`config.mk`:
```
export PLATFORM = sky130hd
export DESIGN_NAME = spi_slave_cmd_seq_flat
export DESIGN_NICKNAME = d
export VERILOG_FILES = /design/src/rtl/spi_slave_cmd_seq_if.sv /design/src/rtl/spi_slave_cmd_seq.sv /design/src/flat_wrapper.sv
export SDC_FILE = /design/constraint.sdc
export NUM_CORES = 1
export LEC_CHECK = 0
export BUFFER_PORTS_ARGS = -buffer_cell sky130_fd_sc_hd__buf_2
export CAP_MARGIN = 15
export CORE_MARGIN = 4
export CORE_UTILIZATION = 30
export CTS_CLUSTER_DIAMETER = 50
export CTS_CLUSTER_SIZE = 28
export DETAILED_ROUTE_END_ITERATION = 10
export MAX_ROUTING_LAYER = met4
export PLACE_DENSITY_LB_ADDON = 0.3
export SETUP_SLACK_MARGIN = 0.05
export SLEW_MARGIN = 5
export SYNTH_ARGS = -nofsm -noshare
export SYNTH_HDL_FRONTEND = slang
export SYNTH_SLANG_ARGS = --single-unit
```
`constraint.sdc`:
```
create_clock -name axi_aclk -period 4.44 [get_ports axi_aclk]
set_clock_uncertainty 0.1 [all_clocks]
set_input_delay 0.222 -clock axi_aclk [delete_from_list [all_inputs] [get_ports axi_aclk]]
set_output_delay 0.222 -clock axi_aclk [all_outputs]
set_load 0.03 [all_outputs]
```
`src/rtl/spi_slave_cmd_seq_if.sv`:
```
// rtl/spi_slave_cmd_seq_if.sv - command, plug and status signals of the SPI-slave command sequencer
interface spi_slave_cmd_seq_if #(
    parameter int LEN_W = 8
);
    logic             cmd_valid;
    logic             cmd_ready;
    logic             cmd_write;
    logic [31:0]      cmd_addr;
    logic [LEN_W-1:0] cmd_len;
    logic             up_rx_valid;
    logic             up_rx_ready;
    logic             plug_rx_valid;
    logic             plug_rx_ready;
    logic             plug_tx_valid;
    logic             plug_tx_ready;
    logic [31:0]      rxtx_addr;
    logic             rxtx_addr_valid;
    logic             start_tx;
    logic             busy;
    logic [LEN_W-1:0] words_left;
    logic             done;
    logic [1:0]       status;

    // Sequencer side
    modport slave (
        input  cmd_valid, cmd_write, cmd_addr, cmd_len,
        input  up_rx_valid, plug_rx_ready, plug_tx_valid, plug_tx_ready,
        output cmd_ready, up_rx_ready, plug_rx_valid,
        output rxtx_addr, rxtx_addr_valid, start_tx,
        output busy, words_left, done, status
    );

    // Command source / plug side
    modport master (
        output cmd_valid, cmd_write, cmd_addr, cmd_len,
        output up_rx_valid, plug_rx_ready, plug_tx_valid, plug_tx_ready,
        input  cmd_ready, up_rx_ready, plug_rx_valid,
        input  rxtx_addr, rxtx_addr_valid, start_tx,
        input  busy, words_left, done, status
    );
endinterface

```
`src/rtl/spi_slave_cmd_seq.sv`:
```
// rtl/spi_slave_cmd_seq.sv - sequences one SPI command through the AXI plug and reports completion status
module spi_slave_cmd_seq #(
    parameter int LEN_W          = 8,
    parameter int TIMEOUT_CYCLES = 1024
) (
    input  logic               axi_aclk,
    input  logic               axi_areset,
    input  logic               cs,
    spi_slave_cmd_seq_if.slave bus
);
    localparam logic [2:0] S_IDLE     = 3'd0;
    localparam logic [2:0] S_LOAD     = 3'd1;
    localparam logic [2:0] S_RD_START = 3'd2;
    localparam logic [2:0] S_WR       = 3'd3;
    localparam logic [2:0] S_RD       = 3'd4;
    localparam logic [2:0] S_DONE     = 3'd5;

    localparam logic [1:0] ST_OK      = 2'b00;
    localparam logic [1:0] ST_CS      = 2'b01;
    localparam logic [1:0] ST_TIMEOUT = 2'b10;

    // Counter only needs to reach TIMEOUT_CYCLES-1; a zero setting disables expiry.
    localparam int              TO_W     = (TIMEOUT_CYCLES > 1) ? $clog2(TIMEOUT_CYCLES) : 1;
    localparam bit              TO_EN    = (TIMEOUT_CYCLES != 0);
    localparam logic [TO_W-1:0] TO_LAST  = TO_W'(TIMEOUT_CYCLES - 1);
    localparam logic [LEN_W-1:0] ONE_WORD = LEN_W'(1);

    logic [2:0]       state;
    logic [2:0]       state_nx;
    logic [1:0]       status_q;
    logic [1:0]       status_nx;
    logic             wr_q;
    logic [31:0]      addr_q;
    logic [LEN_W-1:0] words_left_q;
    logic [TO_W-1:0]  to_cnt;

    logic             wr_hs;
    logic             rd_hs;
    logic             word_hs;
    logic             last_hs;
    logic             to_hit;
    logic             in_wait;

    assign wr_hs   = bus.plug_rx_valid & bus.plug_rx_ready;
    assign rd_hs   = bus.plug_tx_valid & bus.plug_tx_ready;
    // Only handshakes in the matching data state count; read prefetch elsewhere is ignored.
    assign word_hs = ((state == S_WR) & wr_hs) | ((state == S_RD) & rd_hs);
    assign last_hs = word_hs & (words_left_q == ONE_WORD);
    assign to_hit  = TO_EN & (to_cnt == TO_LAST);
    assign in_wait = (state == S_WR) | (state == S_RD) | (state == S_RD_START);

    assign bus.cmd_ready       = (state == S_IDLE);
    assign bus.busy            = (state != S_IDLE);
    assign bus.rxtx_addr       = addr_q;
    assign bus.rxtx_addr_valid = (state == S_LOAD);
    assign bus.start_tx        = (state == S_RD_START) & ~cs;
    assign bus.plug_rx_valid   = (state == S_WR) & bus.up_rx_valid;
    assign bus.up_rx_ready     = (state == S_WR) & bus.plug_rx_ready;
    assign bus.words_left      = words_left_q;
    assign bus.done            = (state == S_DONE);
    assign bus.status          = status_q;

    // Next state and completion status; a counted last word beats cs, and any handshake beats timeout.
    always_comb begin
        state_nx  = state;
        status_nx = ST_OK;
        case (state)
            S_IDLE: begin
                if (bus.cmd_valid) begin
                    if (bus.cmd_len == '0) begin
                        state_nx  = S_DONE;
                        status_nx = ST_OK;
                    end else begin
                        state_nx = S_LOAD;
                    end
                end
            end
            S_LOAD: begin
                state_nx = wr_q ? S_WR : S_RD_START;
            end
            S_RD_START: begin
                if (!cs) begin
                    state_nx = S_RD;
                end else if (to_hit) begin
                    state_nx  = S_DONE;
                    status_nx = ST_TIMEOUT;
                end
            end
            S_WR, S_RD: begin
                if (last_hs) begin
                    state_nx  = S_DONE;
                    status_nx = ST_OK;
                end else if (cs) begin
                    state_nx  = S_DONE;
                    status_nx = ST_CS;
                end else if (!word_hs && to_hit) begin
                    state_nx  = S_DONE;
                    status_nx = ST_TIMEOUT;
                end
            end
            S_DONE: begin
                state_nx = S_IDLE;
            end
            default: begin
                state_nx = S_IDLE;
            end
        endcase
    end

    // State register and the status code, which only changes on entry to DONE.
    always_ff @(posedge axi_aclk) begin
        if (axi_areset) begin
            state    <= S_IDLE;
            status_q <= ST_OK;
        end else begin
            state <= state_nx;
            if (state_nx == S_DONE) begin
                status_q <= status_nx;
            end
        end
    end

    // Command latch and remaining-word counter.
    always_ff @(posedge axi_aclk) begin
        if (axi_areset) begin
            wr_q         <= 1'b0;
            addr_q       <= '0;
            words_left_q <= '0;
        end else begin
            if ((state == S_IDLE) && bus.cmd_valid) begin
                wr_q   <= bus.cmd_write;
                addr_q <= bus.cmd_addr;
                if (bus.cmd_len != '0) begin
                    words_left_q <= bus.cmd_len;
                end
            end else if (word_hs) begin
                words_left_q <= words_left_q - 1'b1;
            end
        end
    end

    // No-progress counter: runs while staying in a wait state, clears on entry and on each counted word.
    always_ff @(posedge axi_aclk) begin
        if (axi_areset) begin
            to_cnt <= '0;
        end else if (TO_EN && in_wait && (state_nx == state) && !word_hs) begin
            to_cnt <= to_cnt + 1'b1;
        end else begin
            to_cnt <= '0;
        end
    end
endmodule

```
`src/flat_wrapper.sv`:
```
// flat-port wrapper written by rule: the top's interface ports become plain ports
module spi_slave_cmd_seq_flat 
#(
    parameter int LEN_W          = 8,
    parameter int TIMEOUT_CYCLES = 1024
)
  (axi_aclk, axi_areset, cs, bus_cmd_valid, bus_cmd_write, bus_cmd_addr, bus_cmd_len, bus_up_rx_valid, bus_plug_rx_ready, bus_plug_tx_valid, bus_plug_tx_ready, bus_cmd_ready, bus_up_rx_ready, bus_plug_rx_valid, bus_rxtx_addr, bus_rxtx_addr_valid, bus_start_tx, bus_busy, bus_words_left, bus_done, bus_status);
  spi_slave_cmd_seq_if #(.LEN_W(LEN_W)) bus_i ();
  input  logic axi_aclk;
  input  logic axi_areset;
  input  logic cs;
  input wire logic [$bits(bus_i.cmd_valid)-1:0] bus_cmd_valid;
  input wire logic [$bits(bus_i.cmd_write)-1:0] bus_cmd_write;
  input wire logic [$bits(bus_i.cmd_addr)-1:0] bus_cmd_addr;
  input wire logic [$bits(bus_i.cmd_len)-1:0] bus_cmd_len;
  input wire logic [$bits(bus_i.up_rx_valid)-1:0] bus_up_rx_valid;
  input wire logic [$bits(bus_i.plug_rx_ready)-1:0] bus_plug_rx_ready;
  input wire logic [$bits(bus_i.plug_tx_valid)-1:0] bus_plug_tx_valid;
  input wire logic [$bits(bus_i.plug_tx_ready)-1:0] bus_plug_tx_ready;
  output wire logic [$bits(bus_i.cmd_ready)-1:0] bus_cmd_ready;
  output wire logic [$bits(bus_i.up_rx_ready)-1:0] bus_up_rx_ready;
  output wire logic [$bits(bus_i.plug_rx_valid)-1:0] bus_plug_rx_valid;
  output wire logic [$bits(bus_i.rxtx_addr)-1:0] bus_rxtx_addr;
  output wire logic [$bits(bus_i.rxtx_addr_valid)-1:0] bus_rxtx_addr_valid;
  output wire logic [$bits(bus_i.start_tx)-1:0] bus_start_tx;
  output wire logic [$bits(bus_i.busy)-1:0] bus_busy;
  output wire logic [$bits(bus_i.words_left)-1:0] bus_words_left;
  output wire logic [$bits(bus_i.done)-1:0] bus_done;
  output wire logic [$bits(bus_i.status)-1:0] bus_status;
  assign bus_i.cmd_valid = bus_cmd_valid;
  assign bus_i.cmd_write = bus_cmd_write;
  assign bus_i.cmd_addr = bus_cmd_addr;
  assign bus_i.cmd_len = bus_cmd_len;
  assign bus_i.up_rx_valid = bus_up_rx_valid;
  assign bus_i.plug_rx_ready = bus_plug_rx_ready;
  assign bus_i.plug_tx_valid = bus_plug_tx_valid;
  assign bus_i.plug_tx_ready = bus_plug_tx_ready;
  assign bus_cmd_ready = bus_i.cmd_ready;
  assign bus_up_rx_ready = bus_i.up_rx_ready;
  assign bus_plug_rx_valid = bus_i.plug_rx_valid;
  assign bus_rxtx_addr = bus_i.rxtx_addr;
  assign bus_rxtx_addr_valid = bus_i.rxtx_addr_valid;
  assign bus_start_tx = bus_i.start_tx;
  assign bus_busy = bus_i.busy;
  assign bus_words_left = bus_i.words_left;
  assign bus_done = bus_i.done;
  assign bus_status = bus_i.status;
  spi_slave_cmd_seq #(.LEN_W(LEN_W), .TIMEOUT_CYCLES(TIMEOUT_CYCLES)) u_core (.axi_aclk(axi_aclk), .axi_areset(axi_areset), .cs(cs), .bus(bus_i));
endmodule
```
==> impl_metrics.env, run 1 <==
export IMPL_endpoint_kind="register"
export IMPL_finalHoldViolCount=0
export IMPL_grt_max_degree=57
export IMPL_ir_drop_uv=185
export IMPL_power_frac_clock_pct=25.7
export IMPL_synthTopCellsByArea="dfxtp_1, nand2_1, a21oi_1"
export IMPL_leakage_nw=1.46
export IMPL_cts_root_buffer="clkbuf_8"
export IMPL_fin_util_pct=38.4
export IMPL_antenna_left=0
export IMPL_cts_buffer_depth=2
export IMPL_cts_resized_gates=0
export IMPL_dpl_hpwl_um=5050
export IMPL_finalSetupViolCount=0
export IMPL_synth_top_area_share_pct=40.6
export IMPL_antenna_cells=0
export IMPL_min_delay_start="bus_cmd_addr[7]"
export IMPL_synthCells=342
export IMPL_switching_share_pct=37.1
export IMPL_fin_crit_sh_pct=57.9
export IMPL_synth_seq_cells=56
export IMPL_initial_core_util_pct=31.2
export IMPL_gp_congestion=0.853
export IMPL_layout_nets=477
export IMPL_yosys_top_cells_count="nand2_1, dfxtp_1, a21oi_1, clkbuf_1, o21ai_0"
export IMPL_coreArea_mm2=0.00885
export IMPL_via_per_inst=5.03
export IMPL_drt_wl_total_um=7160
export IMPL_clkTransAtPathRegs_ns=0.11
export IMPL_drv_cap=0
export IMPL_area_delta_synth_final_pct=23.3
export IMPL_cts_tree="built"
export IMPL_pwr_share_seq_pct=43.9
export IMPL_gr_total_overflow=0
export IMPL_synth_most_common_cell="nand2_1"
export IMPL_hold_path_class="input port to register"
export IMPL_die_y_um=104
export IMPL_tightestPinTransition_ns=1.13
export IMPL_critPathKind="register to register"
export IMPL_wl_per_cell_um=13.4
export IMPL_r2r_worst_path_cells=5
export IMPL_synthFlopType="dfxtp_1"
export IMPL_rsz0062_at_grt="no"
export IMPL_cts_max_level=2
export IMPL_power_density_mw_per_mm2=399
export IMPL_grtUsageTotal_pct=13.4
export IMPL_power_internal_w=0.000852
export IMPL_hold_end="u_core.bus.rxtx_addr[7]$_SDFFE_PP0P_"
export IMPL_setup_tns_ns=0
export IMPL_synth_edf_count=0
export IMPL_port_buffers=97
export IMPL_relSlewSlack_pct=24.4
export IMPL_netlist_area_mm2=0.00276
export IMPL_synth_largest_area_cell="dfxtp_1"
export IMPL_firstDrtPassIters=4
export IMPL_grt_antenna_before_repair=0
export IMPL_p_sw_w=0.000504
export IMPL_yosys_warnings=0
export IMPL_synth_avg_cell_area_um2=8.07
export IMPL_vias=2688
export IMPL_async_flop_share_pct=0
export IMPL_reg2reg_to="u_core.to_cnt[1]$_SDFF_PP0_"
export IMPL_rrSetupSlack_ns=1.87
export IMPL_status="finished clean"
export IMPL_pre_cts_ws_ns=1.87
export IMPL_synth_seq_area_share_pct=40.6
export IMPL_die_w_um=104
export IMPL_holdPathStages=3
export IMPL_fmax_mhz=389
export IMPL_io_pins=98
export IMPL_startpoint_type="register"
export IMPL_worst_slack_ns=1.87
export IMPL_comb_power_share_pct=30.5
export IMPL_ys_types=48
export IMPL_postCtsSetupBuffers=0
export IMPL_layout_drive_gt1_share_pct=29.6
export IMPL_r2r_start="u_core.state[0]$_SDFF_PP0_"
export IMPL_drc=0
export IMPL_clk_latency_ns=0.31
export IMPL_slew_violations=0
export IMPL_path_max_fanout=19
export IMPL_grt_pass1_wl_um=12000
export IMPL_cp_required_ns=4.50
export IMPL_syn_nets=394
export IMPL_dr_first_iter_drc_count=150
export IMPL_rows=34
export IMPL_grt_pass1_vias=2525
export IMPL_cts_sinks=56
export IMPL_cts_made_buffers=5
export IMPL_dieArea_mm2=0.0108
export IMPL_postCtsHoldBufs=0
export IMPL_worstPathArrival_ns=2.63
export IMPL_fin_crit_ns=2.57
## critical path: stages, from the launching register on
cell and delay, ns:
dfxtp_1 0.74, nand3b_1 0.25, o22ai_4 0.32, mux2i_2 0.17, a221oi_4 0.72, nor4b_1 0.11
## state kept, by name, indices dropped and copies added (netlist names)
| register | count |
|---|---|
| u_core.bus.status | 2 |
| u_core.state | 3 |
| u_core.to_cnt | 10 |
| u_core.bus.words_left | 8 |
| u_core.wr_q | 1 |
| u_core.bus.rxtx_addr | 32 |
## power groups by stage
stage | sequential [W] | combinational, W | clock, W
2_1_floorplan | 0.000672 | 0.000233 | 0
3_3_place_gp | 0.000604 | 0.000414 | 0
3_5_place_dp | 0.000606 | 0.000415 | 0
4_1_cts | 0.000595 | 0.000416 | 0.000357
5_1_grt | 0.000603 | 0.000456 | 0.000379
6_report | 0.000595 | 0.000413 | 0.000348
## layer usage
metal	up-vias	GRT usage [%]	part of all wire [%]
met5	-	-	0
met4	0	3.80	1.2
met3	8	4.03	7.4
met2	94	20.4	44
met1	1215	17.3	47
li1	1371	-	-
## layout by cell type, fill, tap and decap left out, types with 3 or more instances in the layout
cell       instances
nand3_1           11
xnor2_1            4
nand2_1           90
nor4_1             4
o21ai_0           13
nor2b_1            4
inv_1              8
o211ai_1           3
xor2_1             4
a221oi_1           3
a21oi_1           45
nor3_1             7
clkbuf_8           5
o2111ai_1          8
and3_1             6
nor2_1             8
nor3_2             8
dfxtp_1           56
a211oi_1           5
ha_1               3
buf_2             97
## how the worst max path moves through the flow
| stage | start | end | cells after the start |
|---|---|---|---|
| floorplan | u_core.bus.words_left[2]$_SDFFE_PP0P_ | u_core.to_cnt[2]$_SDFF_PP0_ | 6 |
| global placement | u_core.state[0]$_SDFF_PP0_ | u_core.bus.words_left[3]$_SDFFE_PP0P_ | 5 |
| detailed placement | u_core.state[0]$_SDFF_PP0_ | u_core.to_cnt[1]$_SDFF_PP0_ | 5 |
| CTS | u_core.state[0]$_SDFF_PP0_ | u_core.bus.words_left[3]$_SDFFE_PP0P_ | 5 |
| global route | u_core.state[0]$_SDFF_PP0_ | u_core.to_cnt[1]$_SDFF_PP0_ | 5 |
| finish | u_core.state[0]$_SDFF_PP0_ | u_core.to_cnt[1]$_SDFF_PP0_ | 5 |
## per-stage QoR
step / hold WS (ns) / std cells / total power (W) / area [µm²]
floorplan: 0.258 / 342 / 0.000905 / 2760
global placement: 0.338 / 526 / 0.00102 / 3290
detailed placement: 0.343 / 526 / 0.00102 / 3290
CTS: 0.0262 / 534 / 0.00137 / 3400
global route: 0.0165 / 534 / 0.00144 / 3400
finish: 0.0368 / 534 / 0.00136 / 3400
## cells by family after synthesis
kind of cell,share of synthesized area [%]
and+or+nand+nor,28.1
AOI/OAI and AO/OA,21.4
DFF,40.6
buffers and inverters,4.76
xor gates and xnor gates,2.54
muxes,1.22
adders and majority gates,1.36
## cell type report
class	instances	area [µm²]
well taps	108	135
fillers	933	5450
repair buffers	98	493
multi-input cells	256	1510
clock inverters	3	46.3
inverters	8	30.0
clock buffers	5	68.8
flip-flops and latches	56	1120
No activity file was read; power rests on OpenSTA's default activity.
==> inputs of run 2 (changes only) <==
==> constraint.sdc (replaced) <==
create_clock -name axi_aclk -period 2.4 [get_ports axi_aclk]
set_clock_uncertainty 0.1 [all_clocks]
set_input_delay 0.12 -clock axi_aclk [delete_from_list [all_inputs] [get_ports axi_aclk]]
set_output_delay 0.12 -clock axi_aclk [all_outputs]
set_load 0.03 [all_outputs]
==> run 2 against run 1 <==
Non-clock buffer count is 49 higher. Highest routed layer unchanged. Largest power group unchanged. Design area increased by 13%. Critical path type unchanged. Register-to-register slack got worse by 1.7 ns. Wire length increased by 10%.
==> impl_metrics.env, run 2 (synthesized netlist as in run 1, its figures left out) <==
export IMPL_status="finished clean"
export IMPL_drt_wl_total_um=7880
export IMPL_r2r_worst_path_cells=6
export IMPL_cp_slowest_cell="dfxtp_1"
export IMPL_final_common_cell="buf_2"
export IMPL_whs_ns=0.0703
export IMPL_finalHoldViolCount=0
export IMPL_power_density_mw_per_mm2=647
export IMPL_ir_drop_uv=334
export IMPL_final_area_mm2=0.00385
export IMPL_cp_required_ns=2.52
export IMPL_wl_per_cell_um=13.5
export IMPL_largest_reg_flops=32
export IMPL_io_pins=98
export IMPL_highest_layer="met4"
export IMPL_fin_crit_ns=2.24
export IMPL_met1Wirelength_um=3580
export IMPL_endpoint="u_core.state[1]$_SDFF_PP0_"
export IMPL_rows=34
export IMPL_initial_core_util_pct=31.2
export IMPL_cts_root_buffer="clkbuf_8"
export IMPL_path_cells="or3b_4, o22ai_4, mux2i_2, a221oi_4, buf_4, nor4_2"
export IMPL_cts_max_level=2
export IMPL_vias=2886
export IMPL_die_y_um=104
export IMPL_grt_max_degree=41
export IMPL_clkTransAtPathRegs_ns=0.10
export IMPL_gp_congestion=0.916
export IMPL_hold_path_class="input port to register"
export IMPL_drc=0
export IMPL_via_per_inst=4.95
export IMPL_area_delta_synth_final_pct=39.7
export IMPL_dpl_hpwl_um=5470
export IMPL_startpoint_type="register"
export IMPL_dr_wl_met2_um=3730
export IMPL_max_stage_delay_ns=0.51
export IMPL_rrSetupSlack_ns=0.16
export IMPL_layout_drive_gt1_share_pct=30.1
export IMPL_grtUsageTotal_pct=14.9
export IMPL_coreArea_mm2=0.00885
export IMPL_cts_tree="built"
export IMPL_worstSetupStartpoint="u_core.state[2]$_SDFF_PP0_"
export IMPL_finalSetupViolCount=0
export IMPL_cts_sinks=56
export IMPL_grt_pass1_vias=2752
export IMPL_drv_cap=0
export IMPL_grt_antenna_before_repair=0
export IMPL_reg2reg_to="u_core.state[1]$_SDFF_PP0_"
export IMPL_path_max_fanout=11
export IMPL_worstPathArrival_ns=2.36
export IMPL_placed_cell_area_mm2=0.00340
export IMPL_layout_nets=526
export IMPL_cts_made_buffers=5
export IMPL_critPathKind="register to register"
export IMPL_port_buffers=97
export IMPL_rsz0062_at_grt="no"
export IMPL_final_cell_mix="buf_2, nand2_1, dfxtp_1"
export IMPL_fin_crit_sh_pct=93.2
export IMPL_slew_violations=0
export IMPL_firstDrtPassIters=6
export IMPL_leakage_nw=1.67
export IMPL_setup_tns_ns=0
export IMPL_wl_met3_um=488
export IMPL_clk_latency_ns=0.31
export IMPL_antenna_cells=0
export IMPL_tightestPinTransition_ns=0.608
export IMPL_fmax_mhz=447
export IMPL_r2r_start="u_core.state[2]$_SDFF_PP0_"
export IMPL_dieArea_mm2=0.0108
export IMPL_grt_pass1_wl_um=13400
export IMPL_dr_first_iter_drc_count=89
export IMPL_relSlewSlack_pct=59.4
export IMPL_endpoint_kind="register"
export IMPL_die_w_um=104
export IMPL_gr_total_overflow=0
export IMPL_antenna_left=0
export IMPL_cts_buffer_depth=2
run 2: changes by cell type in the layout (fill, tap and decap cells not counted):
cell and delta:
dlygate4sd3_1 +33, buf_4 +15, o311ai_4 +1, buf_12 +1
a21oi_2 +1, nor3_1 -1, bufinv_16 -1, clkbuf_1 +1
o311ai_2 -1, inv_6 +1, nor3_2 +1, inv_8 -1
a21oi_1 -1
run 2: what timing repair did:
item	in CTS	in global routing
buffers inserted	0	2
hold endpoints to repair	33	0
gates resized for setup	0	3
endpoints found under the setup margin	0	8
hold buffers	33	0
run 2: layer usage:
layer	up-vias	global-route usage, %
li1	1475	-
met1	1312	18.7
met2	92	24.3
met3	7	3.72
met4	0	3.70
met5	-	-
run 2: worst min-delay path by stage:
stage	slack, ns	cells after the start	endpoint	startpoint
final	0.07	5	u_core.bus.words_left[7]$_SDFFE_PP0P_	bus_cmd_len[7]
after global routing	0.08	3	u_core.bus.words_left[0]$_SDFFE_PP0P_	bus_cmd_len[0]
after CTS	0.05	3	u_core.bus.words_left[0]$_SDFFE_PP0P_	bus_cmd_len[0]
after detailed placement	0.27	3	u_core.bus.rxtx_addr[27]$_SDFFE_PP0P_	bus_cmd_addr[27]
after floorplan	0.16	2	u_core.wr_q$_SDFFE_PP0P_	bus_cmd_write
after global placement	0.26	3	u_core.bus.rxtx_addr[4]$_SDFFE_PP0P_	bus_cmd_addr[4]
run 2: cell type report:
type                       count  area (µm²)
multi-input combinational    256        1530
clock buffer                   6        72.6
fill                         912        4990
clock inverter                 2        13.8
tap                          108         135
timing repair buffer         147         956
inverter                       8        30.0
sequential                    56        1120
run 2: metrics by stage:
step | cells | total power, W | worst slack (ns) | util [%]
after CTS | 581 | 0.00251 | 0.182 | 43.2
final | 583 | 0.00249 | 0.162 | 43.6
after global routing | 583 | 0.00266 | 0.0568 | 43.6
after floorplan | 342 | 0.00167 | 0.336 | -
after detailed placement | 540 | 0.00194 | 0.197 | 38.5
after global placement | 540 | 0.00194 | 0.215 | 38.5
run 2: report_power, final:
part	leakage (nW)	internal [W]	switching [W]
combinational	1.17	0.000330	0.000554
clock	0.0456	0.000209	0.000309
sequential	0.458	0.00101	0.0000757
total	1.67	0.00155	0.000939
run 2: critical path, delay by kind of cell, from the launching register on:
kind | cells | cell delay [ns]
buffers and inverters | 1 | 0.17
and+or+nand+nor | 2 | 0.65
AOI/OAI and AO/OA | 2 | 0.32
muxes | 1 | 0.40
DFF | 1 | 0.51
